--- src/rtl/serial_subtractor_pkg.sv ---
// rtl/serial_subtractor_pkg.sv - shared state encoding and default width for the serial subtractor
package serial_sub_pkg;

  localparam int DEFAULT_WIDTH = 8;

  typedef enum logic [1:0] {
    IDLE = 2'd0,
    RUN  = 2'd1,
    DONE = 2'd2
  } state_t;

endpackage

--- src/rtl/serial_subtractor_if.sv ---
// rtl/serial_subtractor_if.sv - request/result bundle between a requester and the serial subtractor
interface serial_subtractor_if #(
  parameter int WIDTH = 8
) ();

  logic             start;
  logic [WIDTH-1:0] a;
  logic [WIDTH-1:0] b;
  logic             busy;
  logic             done;
  logic [WIDTH-1:0] diff;
  logic             bor;
  logic             ovf;

  // Requester drives operands and start, observes status and result
  modport master (
    output start, a, b,
    input  busy, done, diff, bor, ovf
  );

  // Subtractor consumes operands and start, produces status and result
  modport slave (
    input  start, a, b,
    output busy, done, diff, bor, ovf
  );

endinterface

--- src/rtl/serial_subtractor_cell.sv ---
// rtl/serial_subtractor_cell.sv - 1-bit full-subtract cell used once per RUN cycle
module full_sub_cell (
  input  logic x,
  input  logic y,
  input  logic bin,
  output logic d,
  output logic bout
);

  // Difference bit and borrow-out of x - y - bin
  always_comb begin
    d    = x ^ y ^ bin;
    bout = (~x & y) | (~x & bin) | (y & bin);
  end

endmodule

--- src/rtl/serial_subtractor.sv ---
// rtl/serial_subtractor.sv - bit-serial a-b, LSB first, one bit per clock
module serial_subtractor
  import serial_sub_pkg::*;
#(
  parameter int WIDTH = DEFAULT_WIDTH
) (
  input  logic               clk,
  input  logic               rst_n,
  serial_subtractor_if.slave bus
);

  localparam int CW = (WIDTH > 1) ? $clog2(WIDTH) : 1;
  localparam logic [CW-1:0] LAST = CW'(WIDTH - 1);

  state_t           state;
  logic [WIDTH-1:0] a_sh;
  logic [WIDTH-1:0] b_sh;
  logic [WIDTH-1:0] diff_r;
  logic [CW-1:0]    cnt;
  logic             borrow;
  logic             a_msb;
  logic             b_msb;
  logic             busy_r;
  logic             done_r;
  logic             bor_r;
  logic             ovf_r;
  logic             d;
  logic             bout;

  full_sub_cell u_cell (
    .x    (a_sh[0]),
    .y    (b_sh[0]),
    .bin  (borrow),
    .d    (d),
    .bout (bout)
  );

  // Control FSM plus datapath: operand capture, serial shift, result/flag registration
  always_ff @(posedge clk or negedge rst_n) begin
    if (!rst_n) begin
      state  <= IDLE;
      a_sh   <= '0;
      b_sh   <= '0;
      diff_r <= '0;
      cnt    <= '0;
      borrow <= 1'b0;
      a_msb  <= 1'b0;
      b_msb  <= 1'b0;
      busy_r <= 1'b0;
      done_r <= 1'b0;
      bor_r  <= 1'b0;
      ovf_r  <= 1'b0;
    end else begin
      case (state)
        IDLE: begin
          done_r <= 1'b0;
          if (bus.start) begin
            a_sh   <= bus.a;
            b_sh   <= bus.b;
            // Operand sign bits are gone after shifting, so keep them for the overflow flag
            a_msb  <= bus.a[WIDTH-1];
            b_msb  <= bus.b[WIDTH-1];
            borrow <= 1'b0;
            cnt    <= '0;
            busy_r <= 1'b1;
            state  <= RUN;
          end
        end
        RUN: begin
          a_sh   <= a_sh >> 1;
          b_sh   <= b_sh >> 1;
          diff_r <= {d, diff_r[WIDTH-1:1]};
          borrow <= bout;
          cnt    <= cnt + 1'b1;
          if (cnt == LAST) begin
            state <= DONE;
          end
        end
        DONE: begin
          done_r <= 1'b1;
          bor_r  <= borrow;
          ovf_r  <= (a_msb != b_msb) && (diff_r[WIDTH-1] != a_msb);
          busy_r <= 1'b0;
          state  <= IDLE;
        end
        default: begin
          state <= IDLE;
        end
      endcase
    end
  end

  assign bus.busy = busy_r;
  assign bus.done = done_r;
  assign bus.diff = diff_r;
  assign bus.bor  = bor_r;
  assign bus.ovf  = ovf_r;

endmodule

--- src/flat_wrapper.sv ---
// flat-port wrapper written by rule: the top's interface ports become plain ports
module serial_subtractor_flat import serial_sub_pkg::*;
#(
  parameter int WIDTH = DEFAULT_WIDTH
)
  (clk, rst_n, bus_start, bus_a, bus_b, bus_busy, bus_done, bus_diff, bus_bor, bus_ovf);
  serial_subtractor_if #(.WIDTH(WIDTH)) bus_i ();
  input  logic clk;
  input  logic rst_n;
  input wire logic [$bits(bus_i.start)-1:0] bus_start;
  input wire logic [$bits(bus_i.a)-1:0] bus_a;
  input wire logic [$bits(bus_i.b)-1:0] bus_b;
  output wire logic [$bits(bus_i.busy)-1:0] bus_busy;
  output wire logic [$bits(bus_i.done)-1:0] bus_done;
  output wire logic [$bits(bus_i.diff)-1:0] bus_diff;
  output wire logic [$bits(bus_i.bor)-1:0] bus_bor;
  output wire logic [$bits(bus_i.ovf)-1:0] bus_ovf;
  assign bus_i.start = bus_start;
  assign bus_i.a = bus_a;
  assign bus_i.b = bus_b;
  assign bus_busy = bus_i.busy;
  assign bus_done = bus_i.done;
  assign bus_diff = bus_i.diff;
  assign bus_bor = bus_i.bor;
  assign bus_ovf = bus_i.ovf;
  serial_subtractor #(.WIDTH(WIDTH)) u_core (.clk(clk), .rst_n(rst_n), .bus(bus_i));
endmodule
--- config.mk ---
export PLATFORM = sky130hd
export DESIGN_NAME = serial_subtractor_flat
export DESIGN_NICKNAME = d
export VERILOG_FILES = /design/src/rtl/serial_subtractor_pkg.sv /design/src/rtl/serial_subtractor_if.sv /design/src/rtl/serial_subtractor_cell.sv /design/src/rtl/serial_subtractor.sv /design/src/flat_wrapper.sv
export SDC_FILE = /design/constraint.sdc
export NUM_CORES = 1
export LEC_CHECK = 0
export ABC_AREA = 0
export CAP_MARGIN = 20
export CORE_ASPECT_RATIO = 1.4
export CORE_UTILIZATION = 45
export DETAILED_ROUTE_END_ITERATION = 7
export HOLD_SLACK_MARGIN = 0.02
export PLACE_DENSITY = 0.75
export SYNTH_ARGS = -nofsm -noshare
export SYNTH_HDL_FRONTEND = slang
export SYNTH_SLANG_ARGS = --single-unit
--- constraint.sdc ---
create_clock -name clk -period 1.9 [get_ports clk]
set_input_delay 0.19 -clock clk [delete_from_list [all_inputs] [get_ports clk]]
set_output_delay 0.19 -clock clk [all_outputs]
set_load 0.1 [all_outputs]
==> impl_metrics.env, run 1 <==
export IMPL_outcome="completed"
export IMPL_clock_latency_ps=290
export IMPL_synth_fp_nets=153
export IMPL_critical_path_top_delay_family="flip-flops"
export IMPL_syn_inst=131
export IMPL_die_h_um=71.0
export IMPL_ys_ff_latch=36
export IMPL_avgRoutedWirePerCell_um=13.8
export IMPL_cts_tree="built"
export IMPL_endpoint_kind="register"
export IMPL_final_nets=188
export IMPL_cp_max_fo=17
export IMPL_final_cell_area_um2=1930
export IMPL_setup_violations_final=0
export IMPL_cts_buffers=5
export IMPL_drt_pass1_iter_count=4
export IMPL_drive_gt1_share_pct=16.8
export IMPL_vias_per_cell=5.43
export IMPL_fp_row_count=24
export IMPL_grt_max_degree=37
export IMPL_netlist_area_um2=1530
export IMPL_clock_sinks=36
export IMPL_slowest_stage="dfrtp_1"
export IMPL_start_util_pct=48.1
export IMPL_cp_data_arrival_time_ps=1580
export IMPL_cts_setup_buffers=0
export IMPL_period_share_pct=74.2
export IMPL_power_density_nw_per_um2=1890
export IMPL_core_um2=3180
export IMPL_die_area_um2=3640
export IMPL_dp_hpwl_um=2090
export IMPL_worst_pin_slew_ps=448
export IMPL_drt_iter0_markers=25
export IMPL_synthToLayoutAreaGrowth_pct=26.2
export IMPL_htree_levels=2
export IMPL_grt_pass1_vias=1184
export IMPL_cts_resized=0
export IMPL_gp_congestion=0.737
export IMPL_die_x_um=51.3
export IMPL_drc=0
export IMPL_syn_area_per_cell_um2=11.7
export IMPL_synth_top_area_cell="dfrtp_1"
export IMPL_yosysUniqueCellTypes=23
export IMPL_antenna_cells=0
export IMPL_critPathMaxStageDelay_ps=410
export IMPL_ioPinCount=31
export IMPL_synth_area_leaders="dfrtp_1 (59%), mux2_1 (7.4%), a22oi_1 (6.9%)"
export IMPL_antenna_found_initial=0
export IMPL_async_flop_share_pct=100
export IMPL_cts_hold_buf=0
export IMPL_ir_drop_uv=1290
export IMPL_ys_warn_count=0
export IMPL_clk_path_buf_depth=2
export IMPL_grt_use_total_pct=19.4
export IMPL_io_buffers=30
export IMPL_skew_ps=3.84
export IMPL_cp_cell_sequence="buf_4 -> nor3b_2 -> mux2_1"
export IMPL_cts_root_buf="clkbuf_8"
export IMPL_hold_viol=0
export IMPL_synth_seq_area_share_pct=58.8
export IMPL_drv_cap=0
export IMPL_crit_type="reg -> reg"
export IMPL_yosys_area_top_type_share_pct=58.8
export IMPL_grt_pass1_wl_um=5150
export IMPL_drv_slew=0
export IMPL_crit_path_start_kind="register"
export IMPL_critPathBufInv=1
export IMPL_finalSetupTns_ps=0
export IMPL_min_period_ps=1410
export IMPL_leakage_nw=0.860
export IMPL_drt_total_wl_um=2850
export IMPL_grt_overflow=0
export IMPL_crit_required_ps=2070
export IMPL_vias=1119
export IMPL_synth_edf_count=0
export IMPL_post_dp_cell_area_um2=1840
export IMPL_fmax_ghz=0.709
export IMPL_worstHoldPathType="in -> async"
export IMPL_synth_main_ff_cell="dfrtp_1"
export IMPL_ant_nets=0
export IMPL_path_clk_slew_ps=70
export IMPL_rsz0062_at_grt="no"
export IMPL_slew_headroom_pct=70.1
path summary, 6_finish.rpt:
path                                      start              to  slack (ps)  depth (start not counted)
worst max-delay path            u_core.state[1]    u_core.a_msb         490                          3
worst min-delay path                      rst_n  u_core.bus.ovf         310                          2
worst max register to register  u_core.state[1]    u_core.a_msb         490                          3
worst min register to register   u_core.bus.bor  u_core.bus.bor         480                          2
max in group asynchronous                 rst_n  u_core.bus.bor        1270                          2
min in group clk                 u_core.bus.bor  u_core.bus.bor         480                          2
kinds of logic (layout without fill, tap and decap cells):
kind of cell,after synthesis,after routing,share of synthesized area (%)
and+or+nand+nor,30,30,9.72
buffers and inverters,11,47,4.33
DFF,36,36,58.8
muxes,10,10,7.35
adders and majority gates,3,3,2.94
AOI/OAI and AO/OA,41,41,16.8
flip-flops by register name, indices dropped and copies added, names as in the netlist:
| name | cells |
|---|---|
| u_core.b_msb | 1 |
| u_core.a_sh | 8 |
| u_core.bus.done | 1 |
| u_core.state | 2 |
| u_core.bus.busy | 1 |
| u_core.bus.bor | 1 |
| u_core.a_msb | 1 |
| u_core.cnt | 3 |
| u_core.borrow | 1 |
| u_core.bus.diff | 8 |
| u_core.bus.ovf | 1 |
| u_core.b_sh | 8 |
cell usage in the layout, fill, tap and decap left out:
master	n
a21oi_1	2
a22o_1	3
a22oi_1	14
a31oi_1	1
and2_1	1
and2b_1	1
buf_4	18
clkbuf_8	6
clkdlybuf4s50_1	18
clkinv_2	2
dfrtp_1	36
fa_1	1
ha_1	2
inv_1	3
mux2_1	10
nand2_1	22
nand2b_1	1
nor2b_1	2
nor2b_4	1
nor3b_1	1
nor3b_2	1
o21a_1	1
o21ai_1	19
o21bai_1	1
Yosys cell counts (all sizes together) (2+ instances only):
master,count
dfrtp,36
nand2,22
o21ai,19
a22oi,14
mux2,10
buf,8
a22o,3
inv,3
nor2b,3
a21oi,2
ha,2
nor3b,2
area by class of cell:
type | instances | area [µm²]
inverters | 3 | 11.3
flip-flops and latches | 36 | 901
multi-input cells | 84 | 564
well taps | 39 | 48.8
clock buffers | 6 | 82.6
repair buffers | 36 | 315
clock inverters | 2 | 10.0
fillers | 274 | 1250
where the power goes:
group | internal (W) | total [W] | leakage, nW | switching (W)
clock network | 0.000289 | 0.000549 | 0.0510 | 0.000260
logic | 0.000547 | 0.00182 | 0.355 | 0.00128
registers | 0.00108 | 0.00128 | 0.454 | 0.000199
total | 0.00192 | 0.00365 | 0.860 | 0.00174
through the flow:
step | hold slack, ps | util, % | std cells | power [W] | setup WS [ps]
after floorplan | -106 | - | 131 | 0.00272 | 539
after global routing | 366 | 60.7 | 206 | 0.00389 | 453
after global placement | 470 | 57.8 | 198 | 0.00307 | 445
after CTS | 328 | 60.7 | 206 | 0.00369 | 491
final | 310 | 60.7 | 206 | 0.00365 | 489
after detailed placement | 476 | 57.8 | 198 | 0.00314 | 373
metal layers:
| metal | GRT usage [%] | vias up | wire length, µm |
|---|---|---|---|
| li1 | - | 526 | - |
| met4 | 7.21 | 0 | 53 |
| met5 | 0 | - | 0 |
| met1 | 22.1 | 551 | 1160 |
| met2 | 33.0 | 35 | 1490 |
| met3 | 6.67 | 7 | 146 |
No activity file was read; power rests on OpenSTA's default activity.
==> run 2, diff against run 1 <==
Clock period 1.9 ns to 1.4 ns, I/O delays scaled along.
==> impl_metrics.env, run 2 (synthesized netlist as in run 1, its figures left out) <==
export IMPL_cts_root_buf="clkbuf_8"
export IMPL_cp_data_arrival_time_ps=1580
export IMPL_antenna_cells=0
export IMPL_dp_hpwl_um=2340
export IMPL_crit_required_ps=1580
export IMPL_grt_use_total_pct=20.3
export IMPL_cts_buffers=5
export IMPL_layout_common_cells="dfrtp_1 (36), nand2_1 (22), o21ai_1 (19)"
export IMPL_setup_violations_final=1
export IMPL_ir_drop_uv=1610
export IMPL_critPathMaxStageDelay_ps=520
export IMPL_grt_pass1_wl_um=5330
export IMPL_clock_latency_ps=290
export IMPL_antenna_found_initial=0
export IMPL_violations="negative setup slack"
export IMPL_core_um2=3180
export IMPL_drc=0
export IMPL_cp_max_fo=2
export IMPL_slowest_stage="fa_1"
export IMPL_worstHoldPathType="in -> async"
export IMPL_cts_hold_buf=0
export IMPL_multi_input_area_um2=566
export IMPL_min_period_ps=1400
export IMPL_final_nets=191
export IMPL_synthToLayoutAreaGrowth_pct=42.7
export IMPL_whs_ps=222
export IMPL_cp_cell_sequence="fa_1 -> mux2_1"
export IMPL_avgRoutedWirePerCell_um=15.0
export IMPL_io_buffers=30
export IMPL_rsz0062_at_grt="no"
export IMPL_skew_ps=1.57
export IMPL_crit_type="reg -> reg"
export IMPL_die_area_um2=3640
export IMPL_final_common_cell="dfrtp_1"
export IMPL_leakage_nw=0.957
export IMPL_hold_viol=0
export IMPL_worst_pin_slew_ps=346
export IMPL_vias=1128
export IMPL_cts_setup_buffers=0
export IMPL_rrSetupSlack_ps=-1
export IMPL_grt_overflow=0
export IMPL_gp_congestion=0.808
export IMPL_ioPinCount=31
export IMPL_grt_pass1_vias=1183
export IMPL_drt_pass1_iter_count=4
export IMPL_period_share_pct=100
export IMPL_grt_max_degree=37
export IMPL_die_x_um=51.3
export IMPL_cts_tree="built"
export IMPL_num_fill_cells=253
export IMPL_fp_row_count=24
export IMPL_fmax_ghz=0.714
export IMPL_fin_ws_ps=-1.01
export IMPL_clk_path_buf_depth=2
export IMPL_start_util_pct=48.1
export IMPL_drive_gt1_share_pct=18.8
export IMPL_clock_sinks=36
export IMPL_path_clk_slew_ps=70
export IMPL_regArea_um2=901
export IMPL_crit_path_start_kind="register"
export IMPL_vias_per_cell=5.40
export IMPL_drv_slew=0
export IMPL_endpoint_kind="register"
export IMPL_final_cells=209
export IMPL_cts_resized=0
export IMPL_outcome="finished, violations left"
export IMPL_drt_iter0_markers=21
export IMPL_htree_levels=2
export IMPL_drv_cap=0
export IMPL_power_density_nw_per_um2=2760
export IMPL_die_h_um=71.0
export IMPL_drt_total_wl_um=3140
export IMPL_critical_path_top_delay_family="adder cells"
export IMPL_placed_cells_incl_taps=201
export IMPL_critPathBufInv=0
export IMPL_ant_nets=0
export IMPL_slew_headroom_pct=76.9
[run 2: worst paths after layout]
path | startpoint | to | depth (start not counted)
max | u_core.a_sh[0] | u_core.bus.diff[7] | 2
min | rst_n | u_core.bus.bor | 2
max reg2reg | u_core.a_sh[0] | u_core.bus.diff[7] | 2
min reg2reg | u_core.b_sh[0] | u_core.b_sh[0] | 2
max in group asynchronous | rst_n | u_core.b_sh[0] | 2
min in group clk | u_core.b_sh[0] | u_core.b_sh[0] | 2
[run 2: final cells by class]
class                           instances  area share [%]
Multi-Input combinational cell         84            25.9
Inverter                                3           0.515
Sequential cell                        36            41.2
Clock inverter                          3            4.12
Tap cell                               39            2.23
Timing Repair Buffer                   39            22.9
Clock buffer                            5            3.15
[run 2: per-stage QoR]
stage	worst slack, ps	TNS, ps	instance area [µm²]	power [W]	utilization (%)
after floorplan	38.6	0	1530	0.00369	-
after global placement	24.8	0	2030	0.00467	63.6
after detailed placement	-35.9	-73.7	2030	0.00481	63.6
after CTS	11.4	0	2180	0.00608	68.6
after global routing	7.90	0	2190	0.00633	68.7
final	-1.01	-1.01	2190	0.00604	68.7
[run 2: metal layers]
layer	part of all wire [%]	routed length, µm	global-route usage, %
met1	40	1240	22.7
met2	52	1640	34.2
met3	4.2	133	5.81
met4	3.8	119	11.1
met5	0	0	0
[run 2: where the power goes]
| part | total, W | switching (W) | internal (W) |
|---|---|---|---|
| Clock | 0.00128 | 0.000386 | 0.000891 |
| Sequential | 0.00185 | 0.000377 | 0.00147 |
| Combinational | 0.00292 | 0.00175 | 0.00117 |
| Total | 0.00604 | 0.00251 | 0.00353 |
==> run 3, diff against run 2 <==
Settings changed: CORE_UTILIZATION 45 to 50, CTS_CLUSTER_DIAMETER from default to 60, PLACE_DENSITY 0.75 to 0.82.
==> impl_metrics.env, run 3 (synthesized netlist as in run 1, its figures left out) <==
export IMPL_outcome="completed"
export IMPL_critical_path_top_delay_family="flip-flops"
export IMPL_grt_use_total_pct=22.1
export IMPL_synthToLayoutAreaGrowth_pct=38.6
export IMPL_cp_data_arrival_time_ps=1440
export IMPL_endpoint_kind="register"
export IMPL_power_density_nw_per_um2=2560
export IMPL_ioPinCount=31
export IMPL_layout_common_cells="dfrtp_1 (36), nand2_1 (22), o21ai_1 (19)"
export IMPL_gp_congestion=0.834
export IMPL_worstHoldPathType="in -> async"
export IMPL_slew_headroom_pct=80.2
export IMPL_rrSetupSlack_ps=120
export IMPL_core_um2=2880
export IMPL_period_share_pct=91.7
export IMPL_drv_slew=0
export IMPL_vias_per_cell=5.47
export IMPL_final_cell_area_um2=2120
export IMPL_crit_required_ps=1560
export IMPL_setup_violations_final=0
export IMPL_clk_path_buf_depth=2
export IMPL_skew_ps=2.82
export IMPL_drt_iter0_markers=24
export IMPL_drv_cap=0
export IMPL_slowest_stage="dfrtp_1"
export IMPL_clock_latency_ps=280
export IMPL_min_period_ps=1280
export IMPL_drive_gt1_share_pct=18.2
export IMPL_io_buffers=30
export IMPL_fin_util_pct=73.7
export IMPL_drt_total_wl_um=3050
export IMPL_fp_row_count=23
export IMPL_grt_pass1_wl_um=5240
export IMPL_final_common_cell="dfrtp_1"
export IMPL_clock_sinks=36
export IMPL_drt_pass1_iter_count=4
export IMPL_grt_pass1_vias=1184
export IMPL_die_h_um=67.5
export IMPL_final_nets=192
export IMPL_cts_buffers=5
export IMPL_num_fill_cells=190
export IMPL_vias=1133
export IMPL_antenna_cells=0
export IMPL_grt_max_degree=37
export IMPL_ir_drop_uv=1520
export IMPL_crit_path_start_kind="register"
export IMPL_cts_hold_buf=0
export IMPL_rr_worst_depth=2
export IMPL_leakage_nw=0.928
export IMPL_antenna_found_initial=0
export IMPL_path_clk_slew_ps=60
export IMPL_drc=0
export IMPL_start_util_pct=53.2
export IMPL_avgRoutedWirePerCell_um=14.7
export IMPL_cp_cell_sequence="and2b_2 -> mux2_1"
export IMPL_crit_type="reg -> reg"
export IMPL_worst_pin_slew_ps=296
export IMPL_cp_max_fo=11
export IMPL_die_x_um=48.8
export IMPL_cts_tree="built"
export IMPL_critPathMaxStageDelay_ps=460
export IMPL_rr_startpoint="u_core.state[0]"
export IMPL_startpoint="u_core.state[0]"
export IMPL_grt_overflow=0
export IMPL_fmax_ghz=0.779
export IMPL_ant_nets=0
export IMPL_r2r_end="u_core.bus.diff[4]"
export IMPL_critPathBufInv=0
export IMPL_post_dp_cell_area_um2=2020
export IMPL_htree_levels=2
export IMPL_die_area_um2=3290
export IMPL_cts_root_buf="clkbuf_8"
export IMPL_hold_viol=0
export IMPL_rsz0062_at_grt="no"
## run 3: metrics by stage
step                      std cells  TNS (ps)  power (W)  setup WS [ps]  hold WS [ps]
after floorplan                 131         0    0.00369           38.6          -156
after global placement          199         0    0.00465           42.0           462
after detailed placement        199     -24.6    0.00480          -10.9           473
after CTS                       206         0    0.00547           80.7           244
after global routing            207         0    0.00574           52.4           252
final                           207         0    0.00544            116           235
## run 3: where the power goes
part | total (W) | switching (W) | leakage [nW] | internal, W
registers | 0.00184 | 0.000365 | 0.454 | 0.00147
clock network | 0.000665 | 0.000328 | 0.0410 | 0.000338
logic | 0.00294 | 0.00177 | 0.433 | 0.00117
total | 0.00544 | 0.00246 | 0.928 | 0.00298
## run 3: worst max-delay path by stage
| stage | end | depth (start not counted) |
|---|---|---|
| 5_1_grt | u_core.bus.diff[4] | 2 |
| 3_3_place_gp | u_core.a_msb | 3 |
| 3_5_place_dp | u_core.a_msb | 3 |
| 4_1_cts | u_core.b_sh[6] | 4 |
| 6_report | u_core.bus.diff[4] | 2 |
| 2_1_floorplan | u_core.bus.ovf | 3 |
## run 3: layout make-up
type / count / area, µm² / share of cell area [%]
inverters: 3 / 11.3 / 0.531
repair buffers: 40 / 520 / 24.5
multi-input cells: 84 / 566 / 26.7
flip-flops and latches: 36 / 901 / 42.5
clock inverters: 1 / 5.00 / 0.236
well taps: 37 / 46.3 / 2.18
clock buffers: 6 / 72.6 / 3.42
## run 3: routing by layer
| metal | part of all wire (%) | routed length (µm) | vias to the layer above | GRT usage (%) |
|---|---|---|---|---|
| met5 | 0 | 0 | - | 0 |
| met4 | 1.6 | 48 | 0 | 9.93 |
| met3 | 4.2 | 127 | 6 | 6.76 |
| met2 | 57 | 1750 | 39 | 40.3 |
| met1 | 37 | 1120 | 553 | 23.5 |
| li1 | - | - | 535 | - |
## run 3: repair_timing
action                     CTS  global route
setup endpoints to repair    7             2
hold endpoints to repair     0             0
resized for setup            1             0
buffers inserted             0             1
